**src/rtl/eth_mii_pkg.sv**
```systemverilog
// eth_mii_pkg: shared MII framing types and constants
package eth_mii_pkg;
  typedef enum logic [2:0] {IDLE, PRE, SFD, DATA, PAD, FCS, ERR, IFG} tx_state_e;
  localparam logic [3:0] NIB_PRE = 4'h5;
  localparam logic [3:0] NIB_SFD = 4'hD;
  localparam logic [31:0] CRC32_POLY_REFL = 32'hEDB88320;
  localparam logic [31:0] CRC32_INIT = 32'hFFFFFFFF;
  localparam logic [31:0] CRC32_RESIDUE = 32'hDEBB20E3;
  localparam int BYTE_CNT_W = 11;
endpackage

```
**src/rtl/eth_crc32_byte.sv**
```systemverilog
// eth_crc32_byte: combinational reflected CRC-32 update for one byte
module eth_crc32_byte
  import eth_mii_pkg::*;
(
  input  logic [31:0] crc_i,
  input  logic [7:0]  data_i,
  output logic [31:0] crc_o
);
  logic [31:0] c;
  always_comb begin
    c = crc_i ^ {24'h0, data_i};
    for (int i = 0; i < 8; i++) c = c[0] ? (c >> 1) ^ CRC32_POLY_REFL : c >> 1;
    crc_o = c;
  end
endmodule

```
**src/rtl/mii_frame_tx.sv**
```systemverilog
// mii_frame_tx: byte stream to MII frame (preamble, SFD, data, pad, FCS, IFG)
module mii_frame_tx
  import eth_mii_pkg::*;
#(
  parameter int PRE_NIBBLES = 15,
  parameter int MIN_FRAME   = 60,
  parameter int IFG_NIBBLES = 24,
  parameter bit APPEND_FCS  = 1'b1
) (
  input  logic       clk_mii,
  input  logic       reset,
  input  logic [7:0] s_data,
  input  logic       s_valid,
  input  logic       s_last,
  output logic       s_ready,
  output logic       mii_tx_en,
  output logic [3:0] mii_txd,
  output logic       mii_tx_er,
  output logic       busy,
  output logic       frame_done,
  output logic       underrun
);
  tx_state_e state_q, state_d;
  logic phase_q, phase_d, last_q, last_d;
  logic [7:0] cnt_q, cnt_d, byte_q, byte_d;
  logic [BYTE_CNT_W-1:0] bcnt_q, bcnt_d, bcnt_base, bcnt_inc;
  logic [31:0] crc_q, crc_d, crc_nx, fcs;
  logic tx_en_q, tx_er_q, busy_q, done_q, urun_q, tx_en_d, done_d;
  logic [3:0] txd_q, txd_d;
  assign s_ready = (state_q == SFD) || (state_q == DATA && phase_q && !last_q);
  assign bcnt_base = (state_q == SFD) ? '0 : bcnt_q;
  assign bcnt_inc = (&bcnt_base) ? bcnt_base : bcnt_base + 1'b1;
  assign fcs = ~crc_q;
  // Pad bytes are zero; every other load takes the input byte
  eth_crc32_byte u_crc (.crc_i(crc_q), .data_i(s_ready ? s_data : 8'h00), .crc_o(crc_nx));
  always_comb begin
    state_d = state_q;
    phase_d = phase_q;
    cnt_d = cnt_q + 8'd1;
    bcnt_d = bcnt_q;
    byte_d = byte_q;
    last_d = last_q;
    crc_d = crc_q;
    unique case (state_q)
      IDLE: begin
        cnt_d = '0;
        if (s_valid) begin
          state_d = PRE;
          crc_d = CRC32_INIT;
        end
      end
      PRE: if (cnt_q == 8'(PRE_NIBBLES - 1)) state_d = SFD;
      SFD, DATA, PAD:
        if (s_ready) begin
          state_d = s_valid ? DATA : ERR;
          phase_d = 1'b0;
          if (s_valid) begin
            byte_d = s_data;
            last_d = s_last;
            bcnt_d = bcnt_inc;
            crc_d = crc_nx;
          end
        end else if (!phase_q) phase_d = 1'b1;
        else if (int'(bcnt_q) < MIN_FRAME) begin
          state_d = PAD;
          phase_d = 1'b0;
          byte_d = 8'h00;
          bcnt_d = bcnt_inc;
          crc_d = crc_nx;
        end else begin
          state_d = APPEND_FCS ? FCS : IFG;
          cnt_d = '0;
        end
      FCS: if (cnt_q == 8'd7) begin
        state_d = IFG;
        cnt_d = '0;
      end
      ERR: begin
        state_d = IFG;
        cnt_d = '0;
      end
      IFG: if (cnt_q == 8'(IFG_NIBBLES - 1)) begin
        state_d = s_valid ? PRE : IDLE;
        cnt_d = '0;
        crc_d = CRC32_INIT;
      end
      default: state_d = IDLE;
    endcase
  end
  assign tx_en_d = !(state_d inside {IDLE, IFG});
  assign txd_d = state_d == PRE  ? NIB_PRE :
                 state_d == SFD  ? NIB_SFD :
                 state_d == DATA ? (phase_d ? byte_d[7:4] : byte_d[3:0]) :
                 state_d == FCS  ? fcs[{cnt_d[2:0], 2'b00} +: 4] : 4'h0;
  assign done_d = APPEND_FCS ? (state_d == FCS && cnt_d == 8'd7) :
                  (phase_d && !phase_q && (state_d == PAD || (state_d == DATA && last_q))
                   && int'(bcnt_q) >= MIN_FRAME);
  always_ff @(posedge clk_mii) begin
    if (reset) begin
      state_q <= IDLE;
      phase_q <= 1'b0;
      cnt_q <= '0;
      bcnt_q <= '0;
      byte_q <= '0;
      last_q <= 1'b0;
      crc_q <= CRC32_INIT;
      tx_en_q <= 1'b0;
      txd_q <= '0;
      tx_er_q <= 1'b0;
      busy_q <= 1'b0;
      done_q <= 1'b0;
      urun_q <= 1'b0;
    end else begin
      state_q <= state_d;
      phase_q <= phase_d;
      cnt_q <= cnt_d;
      bcnt_q <= bcnt_d;
      byte_q <= byte_d;
      last_q <= last_d;
      crc_q <= crc_d;
      tx_en_q <= tx_en_d;
      txd_q <= txd_d;
      tx_er_q <= state_d == ERR;
      busy_q <= state_d != IDLE;
      done_q <= done_d;
      urun_q <= state_d == ERR;
    end
  end
  assign mii_tx_en = tx_en_q;
  assign mii_txd = txd_q;
  assign mii_tx_er = tx_er_q;
  assign busy = busy_q;
  assign frame_done = done_q;
  assign underrun = urun_q;
endmodule

```
**config.mk**
```make
export PLATFORM = sky130hd
export DESIGN_NAME = mii_frame_tx
export DESIGN_NICKNAME = d
export VERILOG_FILES = /design/src/rtl/eth_mii_pkg.sv /design/src/rtl/eth_crc32_byte.sv /design/src/rtl/mii_frame_tx.sv
export SDC_FILE = /design/constraint.sdc
export NUM_CORES = 1
export LEC_CHECK = 0
export CORE_MARGIN = 5
export CORE_UTILIZATION = 55
export DETAILED_ROUTE_END_ITERATION = 16
export PLACE_DENSITY = 0.77
export SYNTH_ARGS = -nofsm -noshare
export SYNTH_HDL_FRONTEND = slang
export SYNTH_SLANG_ARGS = --single-unit
```
**constraint.sdc**
```tcl
create_clock -name clk_mii -period 2.65 [get_ports clk_mii]
set_input_delay 0.53 -clock clk_mii [delete_from_list [all_inputs] [get_ports clk_mii]]
set_output_delay 0.53 -clock clk_mii [all_outputs]
set_load 0.05 [all_outputs]
```
== After elaboration in Yosys (flattened, before gate mapping) ==
Cells that the tools add are included.

* Output and inout bits: 10
* Bits in registers: 72
* Bits of input ports: 12

* Muxes and demuxes: 52
* Equality and inequality tests: 23
* $add $sub $neg: 2
* Bitwise operators: 10
* Magnitude comparators: 1
* Reductions and logical operators: 21
* Shift operators: 1

{| class="wikitable"
|+ Operator list
! kind !! count
|-
| $mux W32 || 14
|-
| $not A13 Y14 || 8
|-
| $pmux W32 S3 || 1
|-
| $mux W8 || 11
|-
| $mux W11 || 6
|-
| $not A32 Y32 || 1
|-
| $pmux W8 S4 || 1
|-
| $shiftx A32 B6 Y4 || 1
|-
| $xor A32 B8 Y32 || 1
|-
| $mux W3 || 8
|-
| $eq A3 B3 Y1 const B || 7
|-
| $pmux W3 S6 || 1
|-
| $eq A8 B3 Y1 const B || 2
|-
| $mux W4 || 4
|-
| $eq A3 B2 Y1 const B || 4
|-
| $add A11 B1 Y11 const B || 1
|-
| $lt A11 B6 Y1 const B || 1
|-
| $reduce_and A11 Y1 || 1
|-
| $ne A3 B3 Y1 const B || 3
|-
| $add A8 B1 Y8 const B || 1
|-
| $eq A8 B4 Y1 const B || 1
|-
| $eq A8 B5 Y1 const B || 1
|-
| $eq A3 B1 Y1 const B || 2
|-
| $logic_not A3 Y1 || 2
|-
| other kinds (12) || 27
|}

== Depth between registers and ports, before layout ==
* Depth after elaboration: 26
* Gate-level depth with buffers: 12
* Gate-level depth less buffers: 9

== Modules after synthesis ==
A second synthesis with hierarchy kept.

* Cells, all modules: 528
* Area total of the unflattened synthesis: 4710.8 um^2

{| class="wikitable"
|+ By module, submodules not included
! module !! area each (um^2) !! cells an instance !! seq. area each (um^2) !! times used
|-
| mii_frame_tx || 3802.4 || 465 || 1441.4 || 1
|-
| eth_crc32_byte || 908.4 || 63 || 0.0 || 1
|}

== Worst setup path before layout ==
OpenSTA, ideal clock, no wires.

* Kind: reg-to-reg
* Start point: register state_q[0]
* End point: register bcnt_q[9]
* Cell stages (with the launch flop): 10
* Clock period less this slack: 2.584 ns
* Setup time: 0.065 ns
* Slack: 0.066 ns
* Required time: 2.585 ns
* Data arrival time: 2.519 ns
* Cells stage by stage: dfxtp_1 -> buf_2 -> or3b_4 -> and2_1 -> ha_1 -> and4_1 -> nor3b_1 -> or4_1 -> mux2_1 -> nor2_1

* Cells in the longest elaborated chain, start to end: 7
* Elaborated cells between the ends (all ways): 19
* Those cells by class: add/sub: 1; eq/ne: 4; mux: 6; reduce/logical: 8

{| class="wikitable"
|+ Ends and longest elaborated chain
! what !! line !! text
|-
| start: declaration || mii_frame_tx.sv:23 || <nowiki>tx_state_e state_q, state_d;</nowiki>
|-
| start signal: assignment || mii_frame_tx.sv:114 || <nowiki>state_q <= state_d;</nowiki>
|-
| $eq A3 B2 Y1 || mii_frame_tx.sv:30, mii_frame_tx.sv:31, mii_frame_tx.sv:44 ||
|-
| $mux W11 || mii_frame_tx.sv:31 || <nowiki>assign bcnt_base = (state_q == SFD) ? '0 : bcnt_q;</nowiki>
|-
| $add A11 B1 Y11 / $reduce_and A11 Y1 (equally long branches) || mii_frame_tx.sv:32 || <nowiki>assign bcnt_inc = (&bcnt_base) ? bcnt_base : bcnt_base + 1'b1;</nowiki>
|-
| $mux W11 || mii_frame_tx.sv:32 ||
|-
| $mux W11 || mii_frame_tx.sv:64 || <nowiki>else if (int'(bcnt_q) < MIN_FRAME) begin</nowiki>
|-
| $mux W11 || mii_frame_tx.sv:63 || <nowiki>end else if (!phase_q) phase_d = 1'b1;</nowiki>
|-
| $mux W11 || mii_frame_tx.sv:54 || <nowiki>if (s_ready) begin</nowiki>
|-
| end signal: assignment || mii_frame_tx.sv:117 || <nowiki>bcnt_q <= bcnt_d;</nowiki>
|-
| end: declaration || mii_frame_tx.sv:26 || <nowiki>logic [BYTE_CNT_W-1:0] bcnt_q, bcnt_d, bcnt_base, bcnt_inc;</nowiki>
|}

Parallel ways exist; a longest one is shown, timed or not. The select of a mux whose other input is x is not followed.
A chain may end at the register's enable or synchronous reset.

== Worst setup path in the final report ==
* Start point: register bcnt_q[6]
* End point: register txd_q[1] (netlist: mii_txd[1])

* Cells in the longest elaborated chain, start to end: 8
* Elaborated cells between the ends (all ways): 26
* Those cells by class: order compare: 1; eq/ne: 4; shift: 1; mux: 19; reduce/logical: 1

{| class="wikitable"
|+ Ends and longest elaborated chain
! what !! line !! text
|-
| $lt A11 B6 Y1 (*) || mii_frame_tx.sv:64 ||
|-
| $mux W8 / $mux W1 (equally long branches) || mii_frame_tx.sv:64 ||
|-
| $mux W8 / $mux W3 (equally long branches) || mii_frame_tx.sv:63 ||
|-
| $mux W8 / $mux W3 (equally long branches) || mii_frame_tx.sv:54 ||
|-
| $pmux W8 S4 / $pmux W3 S6 (equally long branches) || mii_frame_tx.sv:44 || <nowiki>unique case (state_q)</nowiki>
|-
| $shiftx A32 B6 Y4 / $eq A3 B3 Y1 (equally long branches) || mii_frame_tx.sv:94 || <nowiki>state_d == FCS ? fcs[{cnt_d[2:0], 2'b00} +: 4] : 4'h0;</nowiki>
|-
| $mux W4 || mii_frame_tx.sv:94 ||
|-
| $mux W4 || mii_frame_tx.sv:93 || <nowiki>state_d == DATA ? (phase_d ? byte_d[7:4] : byte_d[3:0]) :</nowiki>
|-
| end signal: assignment || mii_frame_tx.sv:122 || <nowiki>txd_q <= txd_d;</nowiki>
|-
| end: declaration || mii_frame_tx.sv:29 || <nowiki>logic [3:0] txd_q, txd_d;</nowiki>
|}

Mark *: on every way between the ends. The rest lies on a longest branch, timed or not.

==> results.py <==
metrics = {
    "floorplanning": {
        "die_area_mm2": 0.0103,
        "start_util_pct": 56.3,
        "rows": 33,
        "core_area_mm2": 0.00818,
        "chipWidth_um": 101,
        "pin_count": 22,
        "die_h_um": 101,
    },
    "synthesis": {
        "synth_edf_count": 0,
        "async_flop_share_pct": 0,
        "synth_nets": 539,
        "synth_cell_types": 73,
        "ys_seq_area_share_pct": 31.3,
        "synth_area_mm2": 0.00460,
        "synthFlopType": "dfxtp_1",
        "ys_seq_elements": 72,
        "syn_avg_cell_area_um2": 8.79,
        "netlist_instances": 524,
        "yosysWarningCount": 0,
    },
    "placed_design": {
        "dp_slack_ps": -101,
        "dpl_cell_area_mm2": 0.00521,
        "hpwl_mm": 9.14,
        "place_congestion": 0.951,
        "place.port_buffers": 21,
        "place_inst": 672,
    },
    "cts": {
        "clk_path_buf_depth": 2,
        "clkLatencyLatePin_ps": 360,
        "clk_pin_slew_ps": 80,
        "cts.sinks": 72,
        "tritoncts": "built",
        "cts_root_buf": "clkbuf_8",
        "post-cts-setup-buffers": 0,
        "htreeDepth": 3,
        "numCtsBuffers": 9,
    },
    "finish": {
        "final_cells": 688,
        "final_area_mm2": 0.00542,
        "fin_nets": 593,
        "final_core_util_pct": 66.2,
        "layout_commonest_cell": "dfxtp_1",
        "diodes": 0,
        "drive_above_1_share_pct": 18.2,
        "mostFrequentLayoutCells": "dfxtp_1, nor2_1, xnor2_1",
        "areaGrowthSynthToFinish_pct": 17.6,
        "nFillCells": 679,
    },
    "global_routing": {
        "use_met1_pct": 33.9,
        "grt_pass1_wl_mm": 20.0,
        "grt_pass1_vias": 3949,
        "grtUsageMet3_pct": 4.96,
        "antenna_found_initial": 0,
        "use_met2_pct": 38.8,
        "grt_overflow": 0,
        "grt_usage_pct": 24.9,
        "gr-max-usage-layer": "met2",
        "grt_max_degree": 37,
    },
    "timing": {
        "fin_skew_ps": 11.2,
        "relSlewSlack_pct": 59.8,
        "final-hold-violation-count": 0,
        "setup_viol_count_final": 0,
        "max_freq_mhz": 392,
        "setup_slack_ps": 97.0,
        "min_period_ps": 2550,
        "tightest_slew_ps": 596,
        "final-max-slew-violation-count": 0,
        "fin_crit_sh_pct": 96.3,
        "fin_tns_setup_ps": 0,
    },
    "run_status": {
        "outcome": "complete, no violations",
    },
    "routing": {
        "routed_wirelength_mm": 12.4,
        "drtIter0Drc": 435,
        "wl_per_cell_um": 18.0,
        "num_vias": 4188,
        "drc": 0,
        "drtPass1Iterations": 5,
        "vias_per_cell": 6.09,
        "ant_nets": 0,
    },
    "flow_run": {
        "cap_violations": 0,
    },
    "power_and_ir_drop": {
        "ir_worst_vdd_mv": 0.324,
        "power.density_mw_per_mm2": 417,
        "leakage_uw": 0.00198,
    },
    "worst_setup_path": {
        "crit_required_ps": 2920,
        "rr_startpoint": "bcnt_q[6]",
        "cp_max_fo": 6,
        "rr_endpoint": "mii_txd[1]",
        "cp.arrival_ps": 2820,
        "r2r_slack_ps": 100,
        "crit_path_start_kind": "flip-flop",
        "end_kind": "flip-flop",
        "crit_type": "flip-flop to flip-flop",
        "rr_worst_depth": 7,
    },
    "min_path": {
        "worstHoldEndpoint": "byte_q[0]",
        "hold_start": "byte_q[0]",
        "whs_path_depth": 2,
        "hp-class": "flip-flop to flip-flop",
    },
}
cell families after synthesis:
group                    after synthesis  synth area share [%]
AND/OR/NAND/NOR                      171                  18.6
AO/OA/AOI/OAI                        127                  21.4
XOR/XNOR                              88                  19.4
flip-flops                            72                  31.3
buffers and inverters                 46                  4.67
multiplexers                          17                  3.75
adder cells (fa/ha/maj)                3                 0.815
area by class of cell:
cell class              count  area (um2)  share of cell area [%]
inverters                  17        63.8                    1.18
multi-input cells         406        2970                    54.8
well taps                 105         131                    2.43
clock inverters             5        31.3                   0.578
flip-flops and latches     72        1440                    26.6
repair buffers             72         628                    11.6
clock buffers              11         151                    2.80
metal layers:
metal	share of wire (%)	vias up
met4	2.1	0
li1	-	1971
met3	7.8	26
met1	44	2008
met5	0	-
met2	46	183
worst max-delay path by stage:
stage                from         end  slack, ps  cells after the start
3_5_place_dp    s_data[0]   crc_q[19]       -100                      8
6_report        bcnt_q[6]  mii_txd[1]        100                      7
4_1_cts            last_q   crc_q[19]       0.02                      8
2_1_floorplan  state_q[0]   bcnt_q[9]         70                      9
5_1_grt            last_q    crc_q[7]        -10                      9
3_3_place_gp    s_data[1]   crc_q[25]         60                      8
flip-flops by register name (all words and copies together) (netlist names):
register    count
crc_q          32
bcnt_q         11
byte_q          8
cnt_q           8
mii_txd         4
state_q         3
busy            1
frame_done      1
last_q          1
mii_tx_en       1
phase_q         1
underrun        1
where the power goes:
group | total, uW | internal, uW | leakage (uW) | switching [uW]
registers | 1100 | 1090 | 0.000584 | 9.58
clock network | 830 | 388 | 0.0000951 | 442
logic | 328 | 147 | 0.00130 | 181
critical path, stage by stage (launching register included):
cell and delay, ps:
dfxtp_1 330, or4_4 530, or3_4 380, a31o_4 300, a21oi_4 260, mux2i_2 340, a211oi_2 110, o22ai_1 220
cell usage after synthesis (4+ instances only):
cell	number	area (um2)
a211o_1	5	43.8
a211oi_1	10	75.1
a211oi_2	5	62.6
a21oi_1	17	85.1
a22oi_1	7	52.6
a31oi_1	7	43.8
and2_1	5	31.3
and3_1	4	25.0
buf_2	7	35.0
buf_4	5	37.5
clkbuf_1	14	52.6
dfxtp_1	72	1440
inv_1	17	63.8
mux2i_1	15	150
nand2_1	30	113
nand3_1	14	70.1
nand4_1	4	25.0
nor2_1	63	236
nor2b_1	5	31.3
nor3_1	25	125
o211ai_1	5	37.5
o21ai_0	24	120
o22a_1	8	70.1
xnor2_1	58	508
xnor2_2	9	146
xor2_1	17	149
timing repair:
action	in CTS	in global routing
setup endpoints to repair	0	14
hold buffers	0	0
hold endpoints to repair	0	0
resized for setup	0	4
per-stage QoR:
stage / hold slack [ps] / power, uW
2_1_floorplan: 436 / 1330
3_3_place_gp: 442 / 1440
3_5_place_dp: 454 / 1440
4_1_cts: 465 / 2260
5_1_grt: 491 / 2340
6_report: 466 / 2260
No activity file was read; power rests on OpenSTA's default activity.
